===== src/rtl/ui_pkg.sv =====
// ui_pkg: screen IDs, 50 MHz timing defaults and LCD constants shared by the UI blocks.
package ui_pkg;
  localparam int ID_MAIN = 0;
  localparam int ID_DECODE = 1;
  localparam int ID_ENCODE = 2;
  localparam int ID_SETTING = 3;
  localparam int T_DIT = 0;
  localparam int T_DAH = 1;
  localparam int T_SPACE = 2;
  localparam int T_LONG = 3;
  localparam logic [31:0] DEF_DIT = 32'd5_000_000;
  localparam logic [31:0] DEF_DAH = 32'd15_000_000;
  localparam logic [31:0] DEF_SPACE = 32'd35_000_000;
  localparam logic [31:0] DEF_LONG = 32'd25_000_000;
  localparam int LCD_COLS = 16;
  localparam logic [7:0] SPACE_CHAR = 8'h20;
  typedef enum logic [1:0] {CLR0, CLR1, HOLD, RUN} ui_state_t;
  function automatic logic [31:0] timing_default(input int idx);
    return (idx == T_DIT) ? DEF_DIT : (idx == T_DAH) ? DEF_DAH : (idx == T_SPACE) ? DEF_SPACE : DEF_LONG;
  endfunction
endpackage


===== src/rtl/ui_screen_router_if.sv =====
// ui_screen_router_if: screen request bus, LCD write bus and timing settings port of the router.
interface ui_screen_router_if #(
  parameter int NUM_SCREENS = 4,
  parameter int ID_W = 4,
  parameter int NUM_TIMING = 4,
  parameter int TIME_W = 32,
  parameter int TEXT_W = 128
);
  logic [NUM_SCREENS-1:0] scr_update;
  logic [NUM_SCREENS-1:0][ID_W-1:0] scr_next_id;
  logic [NUM_SCREENS-1:0] scr_lcd_req;
  logic [NUM_SCREENS-1:0][4:0] scr_lcd_x;
  logic [NUM_SCREENS-1:0][1:0] scr_lcd_y;
  logic [NUM_SCREENS-1:0][TEXT_W-1:0] scr_lcd_text;
  logic [NUM_SCREENS-1:0][7:0] scr_lcd_len;
  logic [NUM_SCREENS-1:0] scr_lcd_ack;
  logic lcd_busy;
  logic lcd_write_req;
  logic [4:0] lcd_x_pos;
  logic [1:0] lcd_y_pos;
  logic [TEXT_W-1:0] lcd_text;
  logic [7:0] lcd_text_len;
  logic [ID_W-1:0] cur_id;
  logic [NUM_SCREENS-1:0] active;
  logic id_err;
  logic set_wr;
  logic [1:0] set_idx;
  logic [TIME_W-1:0] set_data;
  logic [NUM_TIMING*TIME_W-1:0] timing;
  modport master (
    output scr_update, scr_next_id, scr_lcd_req, scr_lcd_x, scr_lcd_y, scr_lcd_text, scr_lcd_len,
    output lcd_busy, set_wr, set_idx, set_data,
    input scr_lcd_ack, lcd_write_req, lcd_x_pos, lcd_y_pos, lcd_text, lcd_text_len,
    input cur_id, active, id_err, timing
  );
  modport slave (
    input scr_update, scr_next_id, scr_lcd_req, scr_lcd_x, scr_lcd_y, scr_lcd_text, scr_lcd_len,
    input lcd_busy, set_wr, set_idx, set_data,
    output scr_lcd_ack, lcd_write_req, lcd_x_pos, lcd_y_pos, lcd_text, lcd_text_len,
    output cur_id, active, id_err, timing
  );
endinterface


===== src/rtl/ui_timing_regs.sv =====
// ui_timing_regs: runtime-writable timing bank with 50 MHz reset defaults.
module ui_timing_regs import ui_pkg::*; #(
  parameter int NUM_TIMING = 4,
  parameter int TIME_W = 32
) (
  input  logic clk,
  input  logic rst,
  input  logic i_wr,
  input  logic [1:0] i_idx,
  input  logic [TIME_W-1:0] i_data,
  output logic [NUM_TIMING*TIME_W-1:0] o_timing
);
  localparam int TW = (NUM_TIMING > 1) ? $clog2(NUM_TIMING) : 1;
  logic [NUM_TIMING-1:0][TIME_W-1:0] r_bank;
  always_ff @(posedge clk or posedge rst)
    if (rst) for (int i = 0; i < NUM_TIMING; i++) r_bank[TW'(i)] <= TIME_W'(timing_default(i));
    else if (i_wr && 32'(i_idx) < NUM_TIMING) r_bank[TW'(i_idx)] <= i_data;
  assign o_timing = r_bank;
endmodule


===== src/rtl/ui_screen_router.sv =====
// ui_screen_router: current-screen register, clear-on-switch sequencer and registered LCD write arbiter.
module ui_screen_router import ui_pkg::*; #(
  parameter int NUM_SCREENS = 4,
  parameter int ID_W = 4,
  parameter int HOME_ID = ID_MAIN,
  parameter int NUM_TIMING = 4,
  parameter int TIME_W = 32,
  parameter int TEXT_W = 128
) (
  input logic clk,
  input logic rst,
  ui_screen_router_if.slave bus
);
  localparam int SW = (NUM_SCREENS > 1) ? $clog2(NUM_SCREENS) : 1;
  ui_state_t r_state, w_state;
  logic [ID_W-1:0] r_cur, w_cur, w_next;
  logic r_hold;
  logic w_strobe, w_err, w_upd, w_req, w_free, w_valid;
  logic [SW-1:0] w_sel;
  logic [4:0] w_x;
  logic [1:0] w_y;
  logic [TEXT_W-1:0] w_text;
  logic [7:0] w_len;
  assign w_sel = r_cur[SW-1:0];
  assign w_upd = bus.scr_update[w_sel];
  assign w_next = bus.scr_next_id[w_sel];
  assign w_req = bus.scr_lcd_req[w_sel];
  assign w_valid = 32'(w_next) < NUM_SCREENS;
  // r_hold blanks the cycle after each strobe so a late busy rise is not missed
  assign w_free = !bus.lcd_busy && !r_hold;
  always_comb begin
    w_state = r_state;
    w_cur = r_cur;
    w_strobe = 1'b0;
    w_err = 1'b0;
    w_x = '0;
    w_y = '0;
    w_text = TEXT_W'({LCD_COLS{SPACE_CHAR}});
    w_len = 8'(LCD_COLS);
    case (r_state)
      CLR0, CLR1: if (w_free) begin
        w_strobe = 1'b1;
        w_y = {1'b0, r_state == CLR1};
        w_state = (r_state == CLR0) ? CLR1 : HOLD;
      end
      HOLD: w_state = RUN;
      default: begin
        w_err = w_upd && !w_valid;
        if (w_upd && w_valid && w_next != r_cur) begin
          w_cur = w_next;
          w_state = CLR0;
        end else if (w_req && w_free) begin
          w_strobe = 1'b1;
          w_x = bus.scr_lcd_x[w_sel];
          w_y = bus.scr_lcd_y[w_sel];
          w_text = bus.scr_lcd_text[w_sel];
          w_len = bus.scr_lcd_len[w_sel];
        end
      end
    endcase
  end
  always_ff @(posedge clk or posedge rst)
    if (rst) begin
      r_state <= CLR0;
      r_cur <= ID_W'(HOME_ID);
      r_hold <= 1'b0;
      bus.lcd_write_req <= 1'b0;
      bus.lcd_x_pos <= '0;
      bus.lcd_y_pos <= '0;
      bus.lcd_text <= '0;
      bus.lcd_text_len <= '0;
      bus.scr_lcd_ack <= '0;
      bus.id_err <= 1'b0;
    end else begin
      r_state <= w_state;
      r_cur <= w_cur;
      r_hold <= w_strobe;
      bus.lcd_write_req <= w_strobe;
      bus.id_err <= w_err;
      bus.scr_lcd_ack <= (w_strobe && r_state == RUN) ? NUM_SCREENS'(1) << w_sel : '0;
      if (w_strobe) begin
        bus.lcd_x_pos <= w_x;
        bus.lcd_y_pos <= w_y;
        bus.lcd_text <= w_text;
        bus.lcd_text_len <= w_len;
      end
    end
  assign bus.cur_id = r_cur;
  assign bus.active = (r_state == RUN) ? NUM_SCREENS'(1) << w_sel : '0;
  ui_timing_regs #(.NUM_TIMING(NUM_TIMING), .TIME_W(TIME_W)) u_timing (
    .clk(clk),
    .rst(rst),
    .i_wr(bus.set_wr),
    .i_idx(bus.set_idx),
    .i_data(bus.set_data),
    .o_timing(bus.timing)
  );
endmodule


===== src/flat_wrapper.sv =====
// flat-port wrapper written by rule: the top's interface ports become plain ports
module ui_screen_router_flat import ui_pkg::*;
#(
  parameter int NUM_SCREENS = 4,
  parameter int ID_W = 4,
  parameter int HOME_ID = ID_MAIN,
  parameter int NUM_TIMING = 4,
  parameter int TIME_W = 32,
  parameter int TEXT_W = 128
)
  (clk, rst, bus_scr_update, bus_scr_next_id, bus_scr_lcd_req, bus_scr_lcd_x, bus_scr_lcd_y, bus_scr_lcd_text, bus_scr_lcd_len, bus_lcd_busy, bus_set_wr, bus_set_idx, bus_set_data, bus_scr_lcd_ack, bus_lcd_write_req, bus_lcd_x_pos, bus_lcd_y_pos, bus_lcd_text, bus_lcd_text_len, bus_cur_id, bus_active, bus_id_err, bus_timing);
  ui_screen_router_if #(.NUM_SCREENS(NUM_SCREENS), .ID_W(ID_W), .NUM_TIMING(NUM_TIMING), .TIME_W(TIME_W), .TEXT_W(TEXT_W)) bus_i ();
  input logic clk;
  input logic rst;
  input wire logic [$bits(bus_i.scr_update)-1:0] bus_scr_update;
  input wire logic [$bits(bus_i.scr_next_id)-1:0] bus_scr_next_id;
  input wire logic [$bits(bus_i.scr_lcd_req)-1:0] bus_scr_lcd_req;
  input wire logic [$bits(bus_i.scr_lcd_x)-1:0] bus_scr_lcd_x;
  input wire logic [$bits(bus_i.scr_lcd_y)-1:0] bus_scr_lcd_y;
  input wire logic [$bits(bus_i.scr_lcd_text)-1:0] bus_scr_lcd_text;
  input wire logic [$bits(bus_i.scr_lcd_len)-1:0] bus_scr_lcd_len;
  input wire logic [$bits(bus_i.lcd_busy)-1:0] bus_lcd_busy;
  input wire logic [$bits(bus_i.set_wr)-1:0] bus_set_wr;
  input wire logic [$bits(bus_i.set_idx)-1:0] bus_set_idx;
  input wire logic [$bits(bus_i.set_data)-1:0] bus_set_data;
  output wire logic [$bits(bus_i.scr_lcd_ack)-1:0] bus_scr_lcd_ack;
  output wire logic [$bits(bus_i.lcd_write_req)-1:0] bus_lcd_write_req;
  output wire logic [$bits(bus_i.lcd_x_pos)-1:0] bus_lcd_x_pos;
  output wire logic [$bits(bus_i.lcd_y_pos)-1:0] bus_lcd_y_pos;
  output wire logic [$bits(bus_i.lcd_text)-1:0] bus_lcd_text;
  output wire logic [$bits(bus_i.lcd_text_len)-1:0] bus_lcd_text_len;
  output wire logic [$bits(bus_i.cur_id)-1:0] bus_cur_id;
  output wire logic [$bits(bus_i.active)-1:0] bus_active;
  output wire logic [$bits(bus_i.id_err)-1:0] bus_id_err;
  output wire logic [$bits(bus_i.timing)-1:0] bus_timing;
  assign bus_i.scr_update = bus_scr_update;
  assign bus_i.scr_next_id = bus_scr_next_id;
  assign bus_i.scr_lcd_req = bus_scr_lcd_req;
  assign bus_i.scr_lcd_x = bus_scr_lcd_x;
  assign bus_i.scr_lcd_y = bus_scr_lcd_y;
  assign bus_i.scr_lcd_text = bus_scr_lcd_text;
  assign bus_i.scr_lcd_len = bus_scr_lcd_len;
  assign bus_i.lcd_busy = bus_lcd_busy;
  assign bus_i.set_wr = bus_set_wr;
  assign bus_i.set_idx = bus_set_idx;
  assign bus_i.set_data = bus_set_data;
  assign bus_scr_lcd_ack = bus_i.scr_lcd_ack;
  assign bus_lcd_write_req = bus_i.lcd_write_req;
  assign bus_lcd_x_pos = bus_i.lcd_x_pos;
  assign bus_lcd_y_pos = bus_i.lcd_y_pos;
  assign bus_lcd_text = bus_i.lcd_text;
  assign bus_lcd_text_len = bus_i.lcd_text_len;
  assign bus_cur_id = bus_i.cur_id;
  assign bus_active = bus_i.active;
  assign bus_id_err = bus_i.id_err;
  assign bus_timing = bus_i.timing;
  ui_screen_router #(.NUM_SCREENS(NUM_SCREENS), .ID_W(ID_W), .HOME_ID(HOME_ID), .NUM_TIMING(NUM_TIMING), .TIME_W(TIME_W), .TEXT_W(TEXT_W)) u_core (.clk(clk), .rst(rst), .bus(bus_i));
endmodule

===== config.mk =====
export PLATFORM = sky130hd
export DESIGN_NAME = ui_screen_router_flat
export DESIGN_NICKNAME = d
export VERILOG_FILES = /design/src/rtl/ui_pkg.sv /design/src/rtl/ui_screen_router_if.sv /design/src/rtl/ui_timing_regs.sv /design/src/rtl/ui_screen_router.sv /design/src/flat_wrapper.sv
export SDC_FILE = /design/constraint.sdc
export NUM_CORES = 1
export LEC_CHECK = 0
export CORE_AREA = 2 2 361 363
export DETAILED_ROUTE_END_ITERATION = 16
export DIE_AREA = 0 0 363 365
export MAX_ROUTING_LAYER = met4
export PLACE_DENSITY_LB_ADDON = 0.12
export SYNTH_ARGS = -nofsm -noshare
export SYNTH_HDL_FRONTEND = slang
export SYNTH_SLANG_ARGS = --single-unit

===== constraint.sdc =====
create_clock -name clk -period 11 [get_ports clk]
set_clock_uncertainty 0.1 [all_clocks]
set_input_delay 2.75 -clock clk [delete_from_list [all_inputs] [get_ports clk]]
set_output_delay 2.75 -clock clk [all_outputs]
set_load 0.05 [all_outputs]

==> flow_summary.html, run 1 <==
<table>
<tr><th>Metric</th><th>Value</th></tr>
<tr><th colspan="2">Critical path</th></tr>
<tr><td>Worst path top cell family by delay</td><td>buffers and inverters</td></tr>
<tr><td>Buffers plus inverters on the worst setup path</td><td>3</td></tr>
<tr><td>Crit path max-delay cell type</td><td>buf_4</td></tr>
<tr><td>Critical path data required time</td><td>11390 ps</td></tr>
<tr><td>Logic depth of the worst register-to-register path</td><td>9</td></tr>
<tr><td>CP peak stage delay</td><td>720 ps</td></tr>
<tr><td>Kind of end point of the critical path</td><td>flip-flop</td></tr>
<tr><td>Reg-to-reg startpoint</td><td>u_core.bus.cur_id[1]</td></tr>
<tr><td>Category of the worst setup path launch point</td><td>primary input</td></tr>
<tr><td>Cells along the critical path</td><td>clkdlybuf4s50_1, mux4_2, xnor2_1, a31oi_4, buf_12, buf_4, mux2i_1</td></tr>
<tr><td>Critical path arrival</td><td>6080 ps</td></tr>
<tr><td>CP max FO</td><td>98</td></tr>
<tr><td>Endpoint of the worst-slack reg-to-reg timing path</td><td>u_core.bus.lcd_text_len[7]</td></tr>
<tr><td>WS Path Type</td><td>primary input to flip-flop</td></tr>
<tr><td>Flop-to-flop setup slack</td><td>6000 ps</td></tr>
<tr><th colspan="2">STA</th></tr>
<tr><td>Slew at the pin closest to its max-slew limit</td><td>between 1000 and 1500 ps</td></tr>
<tr><td>Total Negative Setup Slacks</td><td>0 ps</td></tr>
<tr><td>Final worst-path setup slack</td><td>~5300 ps</td></tr>
<tr><td>Period minus WS final</td><td>between 5000 and 6000 ps</td></tr>
<tr><td>Period Utilization, post-route</td><td>51.8%</td></tr>
<tr><td>Count of pins over their slew limit</td><td>0</td></tr>
<tr><td>RSZ-0062 raised after global routing</td><td>false</td></tr>
<tr><td>Achievable Freq</td><td>~180 MHz</td></tr>
<tr><td>Final count of negative-setup-slack endpoints</td><td>0</td></tr>
<tr><td>Max transition margin</td><td>25.5%</td></tr>
<tr><td>Final hold violation count</td><td>0</td></tr>
<tr><th colspan="2">Layout</th></tr>
<tr><td>Layout Nets</td><td>2590</td></tr>
<tr><td>Share of the core filled with cells in the final layout</td><td>21.2%</td></tr>
<tr><td>Ratio of cells with drive above 1 in the final layout</td><td>17.0%</td></tr>
<tr><td>Layout overhead on the synthesized area</td><td>83.7%</td></tr>
<tr><td>Area of the multi-input gates</td><td>0.00658 mm²</td></tr>
<tr><td>Seq. cell area</td><td>0.00743 mm²</td></tr>
<tr><td>Number of filler cells placed in the layout</td><td>13777</td></tr>
<tr><th colspan="2">Floorplan</th></tr>
<tr><td>Std-Cell Rows</td><td>~130</td></tr>
<tr><td>Die footprint</td><td>0.132 mm²</td></tr>
<tr><td>Horizontal extent of the die</td><td>between 300 and 400 µm</td></tr>
<tr><td>Placeable core region</td><td>roughly 0.13 mm²</td></tr>
<tr><td>I/O pin total</td><td>919</td></tr>
<tr><td>Starting Density</td><td>11.6%</td></tr>
<tr><td>Die H</td><td>365 µm</td></tr>
<tr><th colspan="2">Drt</th></tr>
<tr><td>Remaining design rule violation count</td><td>0</td></tr>
<tr><td>Post-route antenna net violation count</td><td>0</td></tr>
<tr><td>Overall routed net length</td><td>83.3 mm</td></tr>
<tr><td>Number of violations reported at the end of detailed-routing iteration 0</td><td>369</td></tr>
<tr><td>Routed via count divided by cell count</td><td>approximately 3.4</td></tr>
<tr><td>DR WL/cell</td><td>22.6 µm</td></tr>
<tr><td>Detailed Routing Iterations Pass 1</td><td>5</td></tr>
<tr><td>Via count</td><td>12555</td></tr>
<tr><th colspan="2">Logic synthesis</th></tr>
<tr><td>Syn Nets</td><td>about 1700</td></tr>
<tr><td>Number of enable flip-flop cells after synthesis</td><td>64</td></tr>
<tr><td>Most used flip-flop cell after synthesis</td><td>dfrtp_1</td></tr>
<tr><td>Post-synthesis cell area</td><td>0.0149 mm²</td></tr>
<tr><td>Distinct cell type count of the synthesized netlist</td><td>39</td></tr>
<tr><td>Avg Cell Area, Syn</td><td>14.2 µm²</td></tr>
<tr><td>Library cell with the largest summed area after synthesis</td><td>dfrtp_1</td></tr>
<tr><td>Asr flop ratio synth</td><td>77.4%</td></tr>
<tr><td>Top cell types by occurrence after synthesis</td><td>dfrtp_1 (201), mux4_2 (148), inv_1 (130)</td></tr>
<tr><td>Cells after Synth</td><td>roughly 1000</td></tr>
<tr><td>Most area-consuming cells after synthesis</td><td>dfrtp_1 (34%), mux4_2 (22%), edfxtp_1 (13%)</td></tr>
<tr><td>Area share of the largest cell type after synthesis</td><td>approximately 34%</td></tr>
<tr><td>Flop and latch count out of synthesis</td><td>approximately 280</td></tr>
<tr><td>Sequential element share of the synthesized area</td><td>49.9%</td></tr>
<tr><td>Dominant cell by count in the synthesized netlist</td><td>dfrtp_1</td></tr>
<tr><td>Yosys warnings</td><td>0</td></tr>
<tr><th colspan="2">CTS</th></tr>
<tr><td>Root Buffer</td><td>clkbuf_16</td></tr>
<tr><td>Clk pin slew, worst setup/hold paths</td><td>~60 ps</td></tr>
<tr><td>CTS sink count</td><td>approximately 280</td></tr>
<tr><td>Clock latency reported for the late side of the worst-skew pair</td><td>570 ps</td></tr>
<tr><td>Hold buffer count at cts</td><td>0</td></tr>
<tr><td>Clock buffers created by TritonCTS</td><td>41</td></tr>
<tr><td>CTS tree</td><td>done</td></tr>
<tr><td>CTS H-Tree Depth</td><td>2</td></tr>
<tr><td>Count of instances resized after the clock tree is built</td><td>0</td></tr>
<tr><td>Post-CTS setup buffer count</td><td>0</td></tr>
<tr><td>CTS Buffer Depth</td><td>3</td></tr>
<tr><th colspan="2">Global route</th></tr>
<tr><td>Number of global-route vias before repair</td><td>14326</td></tr>
<tr><td>Largest net degree at the start of global routing</td><td>between 90 and 100</td></tr>
<tr><td>Total gr overflow</td><td>0</td></tr>
<tr><td>Initial antenna violation count</td><td>32</td></tr>
<tr><td>Wire length of the first global-routing pass</td><td>113 mm</td></tr>
<tr><td>Global-route usage over all layers</td><td>12.5%</td></tr>
<tr><th colspan="2">Pwr</th></tr>
<tr><td>Clock Power Share</td><td>19.9%</td></tr>
<tr><td>Internal power consumption</td><td>0.00369 W</td></tr>
<tr><td>Cell leakage power</td><td>11.2 nW</td></tr>
<tr><td>Maximum vdd ir drop</td><td>0.120 mV</td></tr>
<tr><td>Power Density</td><td>about 250 mW/mm²</td></tr>
<tr><td>Portion of total power attributed to sequential cells</td><td>24.2%</td></tr>
<tr><td>Switching Share</td><td>45.1%</td></tr>
<tr><td>Fraction of power consumed by combinational cells</td><td>55.9%</td></tr>
<tr><td>Switching pwr</td><td>0.00303 W</td></tr>
<tr><th colspan="2">Worst hold path</th></tr>
<tr><td>Worst Hold Path EP</td><td>u_core.u_timing.o_timing[52]</td></tr>
<tr><td>Type of the most critical hold path</td><td>flip-flop to flip-flop</td></tr>
<tr><td>HP Start</td><td>u_core.u_timing.o_timing[52]</td></tr>
<tr><td>Cell count of the worst hold path</td><td>1</td></tr>
<tr><th colspan="2">Placement</th></tr>
<tr><td>HPWL after detailed placement</td><td>slightly below 70 mm</td></tr>
<tr><td>Routability Congestion</td><td>0.885</td></tr>
<tr><td>Number of buffers inserted by port buffering</td><td>918</td></tr>
<tr><td>Pre-CTS WS</td><td>approximately 4500 ps</td></tr>
<tr><th colspan="2">Job</th></tr>
<tr><td>Max-Cap Viols</td><td>0</td></tr>
<tr><th colspan="2">Status</th></tr>
<tr><td>Outcome</td><td>finished, final reports clean</td></tr>
</table>
## layer usage
layer	vias up	routed length (µm)	track usage (%)
li1	5639	-	-
met1	6235	31200	13.2
met3	64	8880	5.57
met4	0	1130	1.98
met5	-	0	-
met2	617	42100	21.7
## how the worst max path moves through the flow
stage,from,endpoint,slack [ps],depth (start not counted)
final,bus_scr_next_id[7],u_core.bus.lcd_text_len[7],5310,7
after global routing,bus_scr_next_id[7],u_core.bus.lcd_text[17],5070,7
after CTS,u_core.bus.cur_id[0],bus_active[1],5150,3
after detailed placement,bus_scr_next_id[7],u_core.bus.lcd_text[19],4540,7
after global placement,bus_scr_next_id[7],u_core.bus.lcd_text[22],4640,7
after floorplan,rst,u_core.u_timing.o_timing[100],1790,2
## placed cells by master, fill, tap and decap left out, types with 5 or more instances in the layout
cell type        Yosys  routed
mux2_2              84      84
mux4_2             148     148
clkbuf_1            31       9
edfxtp_1            64      64
inv_1              130     129
ha_1                 5       5
diode_2              0      24
dfstp_2             18      18
nor3_1               5       5
clkbuf_16            0      43
dfrtp_1            201     199
mux2i_1            129     129
nor2_1              10      10
clkdlybuf4s50_1      0     918
nand2b_1            17      17
clkinv_2             0       8
nand2_1            129     129
buf_4                3      13
## stage by stage
stage	hold WS, ps	std cells	area (µm²)	power [W]
final	404	3681	27300	0.00672
after global routing	414	3678	27300	0.00713
after CTS	407	3657	27300	0.00692
after detailed placement	393	3583	25900	0.00551
after global placement	388	3583	25900	0.00549
after floorplan	434	1049	14900	0.00399
## power by group through the flow
stage | registers (W) | clock network [W] | logic (W)
4_1_cts | 0.00164 | 0.00141 | 0.00387
5_1_grt | 0.00168 | 0.00145 | 0.00400
6_report | 0.00163 | 0.00134 | 0.00375
2_1_floorplan | 0.00266 | 0 | 0.00133
3_5_place_dp | 0.00165 | 0 | 0.00386
3_3_place_gp | 0.00164 | 0 | 0.00385
## final cells by class
type,instances,area share (%)
clock buffers,56,4.26
diodes,24,0.220
repair buffers,933,34.1
clock inverters,18,0.618
inverters,131,1.83
flip-flops and latches,283,27.2
well taps,1675,7.67
multi-input cells,561,24.1
## cells by family (layout without fill, tap and decap cells)
logic type               Yosys count  in the layout  synth area share (%)
AO/OA/AOI/OAI                     15             15                 0.807
buffers and inverters            205           1138                  6.08
other                              0             24                     0
adder cells (fa/ha/maj)            5              5                 0.420
flip-flops                       283            283                  49.9
XOR/XNOR                           3              3                 0.177
AND/OR/NAND/NOR                  177            177                  5.17
multiplexers                     361            361                  37.4
## state kept, by name (all words and copies together), names as in the netlist
name / count
u_core.bus.cur_id: 4
u_core.bus.lcd_text_len: 8
u_core.bus.lcd_text: 128
u_core.bus.scr_lcd_ack: 4
u_core.bus.lcd_y_pos: 2
u_core.bus.lcd_write_req: 1
u_core.bus.id_err: 1
u_core.r_state: 2
u_core.bus.lcd_x_pos: 5
u_core.u_timing.o_timing: 128
Note: power is estimated with default switching activity, not from simulation.
==> inputs of run 2 (changes only) <==
- CORE_AREA: 2 2 361 363 -> 2 2 360 362
- DIE_AREA: 0 0 363 365 -> 0 0 362 364
- clock period: 11 -> 4.9 ns (I/O delays scaled with it)
==> flow_summary.html, run 2 (synthesis gave the netlist of run 1 again) <==
<table>
<tr><th>Metric</th><th>Value</th></tr>
<tr><th colspan="2">Status</th></tr>
<tr><td>Outcome</td><td>finished, final reports clean</td></tr>
<tr><th colspan="2">Floorplan</th></tr>
<tr><td>Placeable core region</td><td>~0.13 mm²</td></tr>
<tr><td>Horizontal extent of the die</td><td>362 µm</td></tr>
<tr><td>Die footprint</td><td>0.132 mm²</td></tr>
<tr><td>Std-Cell Rows</td><td>132</td></tr>
<tr><td>Starting Density</td><td>11.6%</td></tr>
<tr><td>Die H</td><td>364 µm</td></tr>
<tr><td>I/O pin total</td><td>approximately 920</td></tr>
<tr><th colspan="2">Critical path</th></tr>
<tr><td>Critical path arrival</td><td>2510 ps</td></tr>
<tr><td>WS Path Type</td><td>flip-flop to primary output</td></tr>
<tr><td>Logic depth of the worst register-to-register path</td><td>8</td></tr>
<tr><td>Crit path max-delay cell type</td><td>clkdlybuf4s50_1</td></tr>
<tr><td>Crit path to</td><td>bus_active[1]</td></tr>
<tr><td>CP peak stage delay</td><td>around 860 ps</td></tr>
<tr><td>Cells along the critical path</td><td>inv_2, nor3b_1, clkdlybuf4s50_1</td></tr>
<tr><td>Critical path data required time</td><td>roughly 3600 ps</td></tr>
<tr><td>Category of the worst setup path launch point</td><td>flip-flop</td></tr>
<tr><td>Kind of end point of the critical path</td><td>primary output</td></tr>
<tr><td>Endpoint of the worst-slack reg-to-reg timing path</td><td>u_core.bus.lcd_text[126]</td></tr>
<tr><td>Beginning of the critical path</td><td>u_core.bus.cur_id[0]</td></tr>
<tr><td>Reg-to-reg startpoint</td><td>u_core.bus.cur_id[0]</td></tr>
<tr><td>CP max FO</td><td>20</td></tr>
<tr><td>Flop-to-flop setup slack</td><td>1500 ps</td></tr>
<tr><th colspan="2">STA</th></tr>
<tr><td>Achievable Freq</td><td>261 MHz</td></tr>
<tr><td>Period minus WS final</td><td>approximately 3800 ps</td></tr>
<tr><td>Period Utilization, post-route</td><td>roughly four fifths</td></tr>
<tr><td>Count of pins over their slew limit</td><td>0</td></tr>
<tr><td>Final hold violation count</td><td>0</td></tr>
<tr><td>Slew at the pin closest to its max-slew limit</td><td>1130 ps</td></tr>
<tr><td>Worst hold margin</td><td>401 ps</td></tr>
<tr><td>Max transition margin</td><td>25.0%</td></tr>
<tr><td>Final count of negative-setup-slack endpoints</td><td>0</td></tr>
<tr><td>RSZ-0062 raised after global routing</td><td>false</td></tr>
<tr><th colspan="2">CTS</th></tr>
<tr><td>Root Buffer</td><td>clkbuf_16</td></tr>
<tr><td>Hold buffer count at cts</td><td>0</td></tr>
<tr><td>Clk pin slew, worst setup/hold paths</td><td>60 ps</td></tr>
<tr><td>CTS Buffer Depth</td><td>3</td></tr>
<tr><td>Clock latency reported for the late side of the worst-skew pair</td><td>570 ps</td></tr>
<tr><td>CTS sink count</td><td>about 280</td></tr>
<tr><td>Clock buffers created by TritonCTS</td><td>41</td></tr>
<tr><td>CTS tree</td><td>done</td></tr>
<tr><td>Post-CTS setup buffer count</td><td>0</td></tr>
<tr><td>Count of instances resized after the clock tree is built</td><td>0</td></tr>
<tr><td>CTS H-Tree Depth</td><td>2</td></tr>
<tr><th colspan="2">Layout</th></tr>
<tr><td>Leading cell types in the layout, fill and taps excluded</td><td>clkdlybuf4s50_1 (918), dfrtp_1 (199), mux4_2 (148)</td></tr>
<tr><td>Seq. cell area</td><td>0.00743 mm²</td></tr>
<tr><td>Number of filler cells placed in the layout</td><td>13686</td></tr>
<tr><td>Layout Nets</td><td>roughly 2600</td></tr>
<tr><td>Layout overhead on the synthesized area</td><td>84.6%</td></tr>
<tr><td>Share of the core filled with cells in the final layout</td><td>21.4%</td></tr>
<tr><td>Area of the multi-input gates</td><td>approximately 0.0066 mm²</td></tr>
<tr><td>Ratio of cells with drive above 1 in the final layout</td><td>17.3%</td></tr>
<tr><td>Leading cell type in the layout, fill and taps excluded</td><td>clkdlybuf4s50_1</td></tr>
<tr><th colspan="2">Job</th></tr>
<tr><td>Max-Cap Viols</td><td>0</td></tr>
<tr><th colspan="2">Global route</th></tr>
<tr><td>Total gr overflow</td><td>0</td></tr>
<tr><td>Initial antenna violation count</td><td>38</td></tr>
<tr><td>Largest net degree at the start of global routing</td><td>122</td></tr>
<tr><td>Number of global-route vias before repair</td><td>14247</td></tr>
<tr><td>Wire length of the first global-routing pass</td><td>108 mm</td></tr>
<tr><td>Global-route usage over all layers</td><td>12.0%</td></tr>
<tr><th colspan="2">Drt</th></tr>
<tr><td>Overall routed net length</td><td>around 80 mm</td></tr>
<tr><td>DR WL/cell</td><td>21.6 µm</td></tr>
<tr><td>Remaining design rule violation count</td><td>0</td></tr>
<tr><td>Detailed Routing Iterations Pass 1</td><td>4</td></tr>
<tr><td>Number of violations reported at the end of detailed-routing iteration 0</td><td>350</td></tr>
<tr><td>Via count</td><td>12576</td></tr>
<tr><td>Post-route antenna net violation count</td><td>0</td></tr>
<tr><td>Routed via count divided by cell count</td><td>3.41</td></tr>
<tr><th colspan="2">Pwr</th></tr>
<tr><td>Maximum vdd ir drop</td><td>0.220 mV</td></tr>
<tr><td>Portion of total power attributed to sequential cells</td><td>24.0%</td></tr>
<tr><td>Cell leakage power</td><td>about 11 nW</td></tr>
<tr><td>Power Density</td><td>between 500 and 600 mW/mm²</td></tr>
<tr><td>Clock Power Share</td><td>20.5%</td></tr>
<tr><td>Fraction of power consumed by combinational cells</td><td>55.5%</td></tr>
<tr><td>Internal power consumption</td><td>between 0.008 and 0.009 W</td></tr>
<tr><td>Switching Share</td><td>44.6%</td></tr>
<tr><td>Switching pwr</td><td>between 0.006 and 0.007 W</td></tr>
<tr><td>Post-route total power</td><td>0.0151 W</td></tr>
<tr><th colspan="2">Worst hold path</th></tr>
<tr><td>Type of the most critical hold path</td><td>flip-flop to flip-flop</td></tr>
<tr><th colspan="2">Placement</th></tr>
<tr><td>Number of buffers inserted by port buffering</td><td>918</td></tr>
<tr><td>Routability Congestion</td><td>roughly 0.85</td></tr>
<tr><td>HPWL after detailed placement</td><td>~65 mm</td></tr>
</table>
## run 2: layout make-up
| cell class | count | share of cell area, % |
|---|---|---|
| Antenna cell | 25 | 0.228 |
| Clock inverter | 20 | 0.934 |
| Timing Repair Buffer | 938 | 34.2 |
| Inverter | 131 | 1.80 |
| Tap cell | 1675 | 7.63 |
| Clock buffer | 55 | 4.15 |
| Sequential cell | 283 | 27.1 |
| Multi-Input combinational cell | 561 | 24.0 |
## run 2: worst min path at each step
stage,slack (ps),from,cells after the start,end
3_5_place_dp,390,u_core.u_timing.o_timing[59],1,u_core.u_timing.o_timing[59]
6_report,400,u_core.u_timing.o_timing[7],1,u_core.u_timing.o_timing[7]
3_3_place_gp,390,u_core.u_timing.o_timing[32],1,u_core.u_timing.o_timing[32]
4_1_cts,410,u_core.u_timing.o_timing[59],1,u_core.u_timing.o_timing[59]
2_1_floorplan,430,u_core.r_state[1],1,u_core.r_state[1]
5_1_grt,410,u_core.u_timing.o_timing[1],1,u_core.u_timing.o_timing[1]
## run 2: worst max-delay path: cells and delay by family (launching register included)
kind          cells  cell delay (ps)
buf+inv           2             1030
flops             1              650
simple gates      1              240
## run 2: power by group through the flow
stage                     combinational, W  clock [W]  sequential [W]
after CTS                          0.00861    0.00328         0.00366
after global placement             0.00858          0         0.00366
final                              0.00839    0.00311         0.00363
after global routing               0.00893    0.00336         0.00374
after floorplan                    0.00298          0         0.00598
after detailed placement           0.00859          0         0.00367
## run 2: stage by stage
step                cells  instance area, µm²  setup TNS [ps]  worst slack, ps
finish               3688               27500               0             1070
CTS                  3663               27400               0              929
floorplan            1049               14900          -29890             -934
global placement     3588               26000               0             1000
global route         3685               27500               0              839
detailed placement   3588               26000               0              914
## run 2: routing by layer
layer | up-vias | share of wire, % | track usage [%]
met5 | - | 0 | -
met4 | 0 | 2.4 | 3.24
met3 | 107 | 11 | 5.71
met2 | 638 | 50 | 20.8
met1 | 6199 | 36 | 12.0
li1 | 5632 | - | -
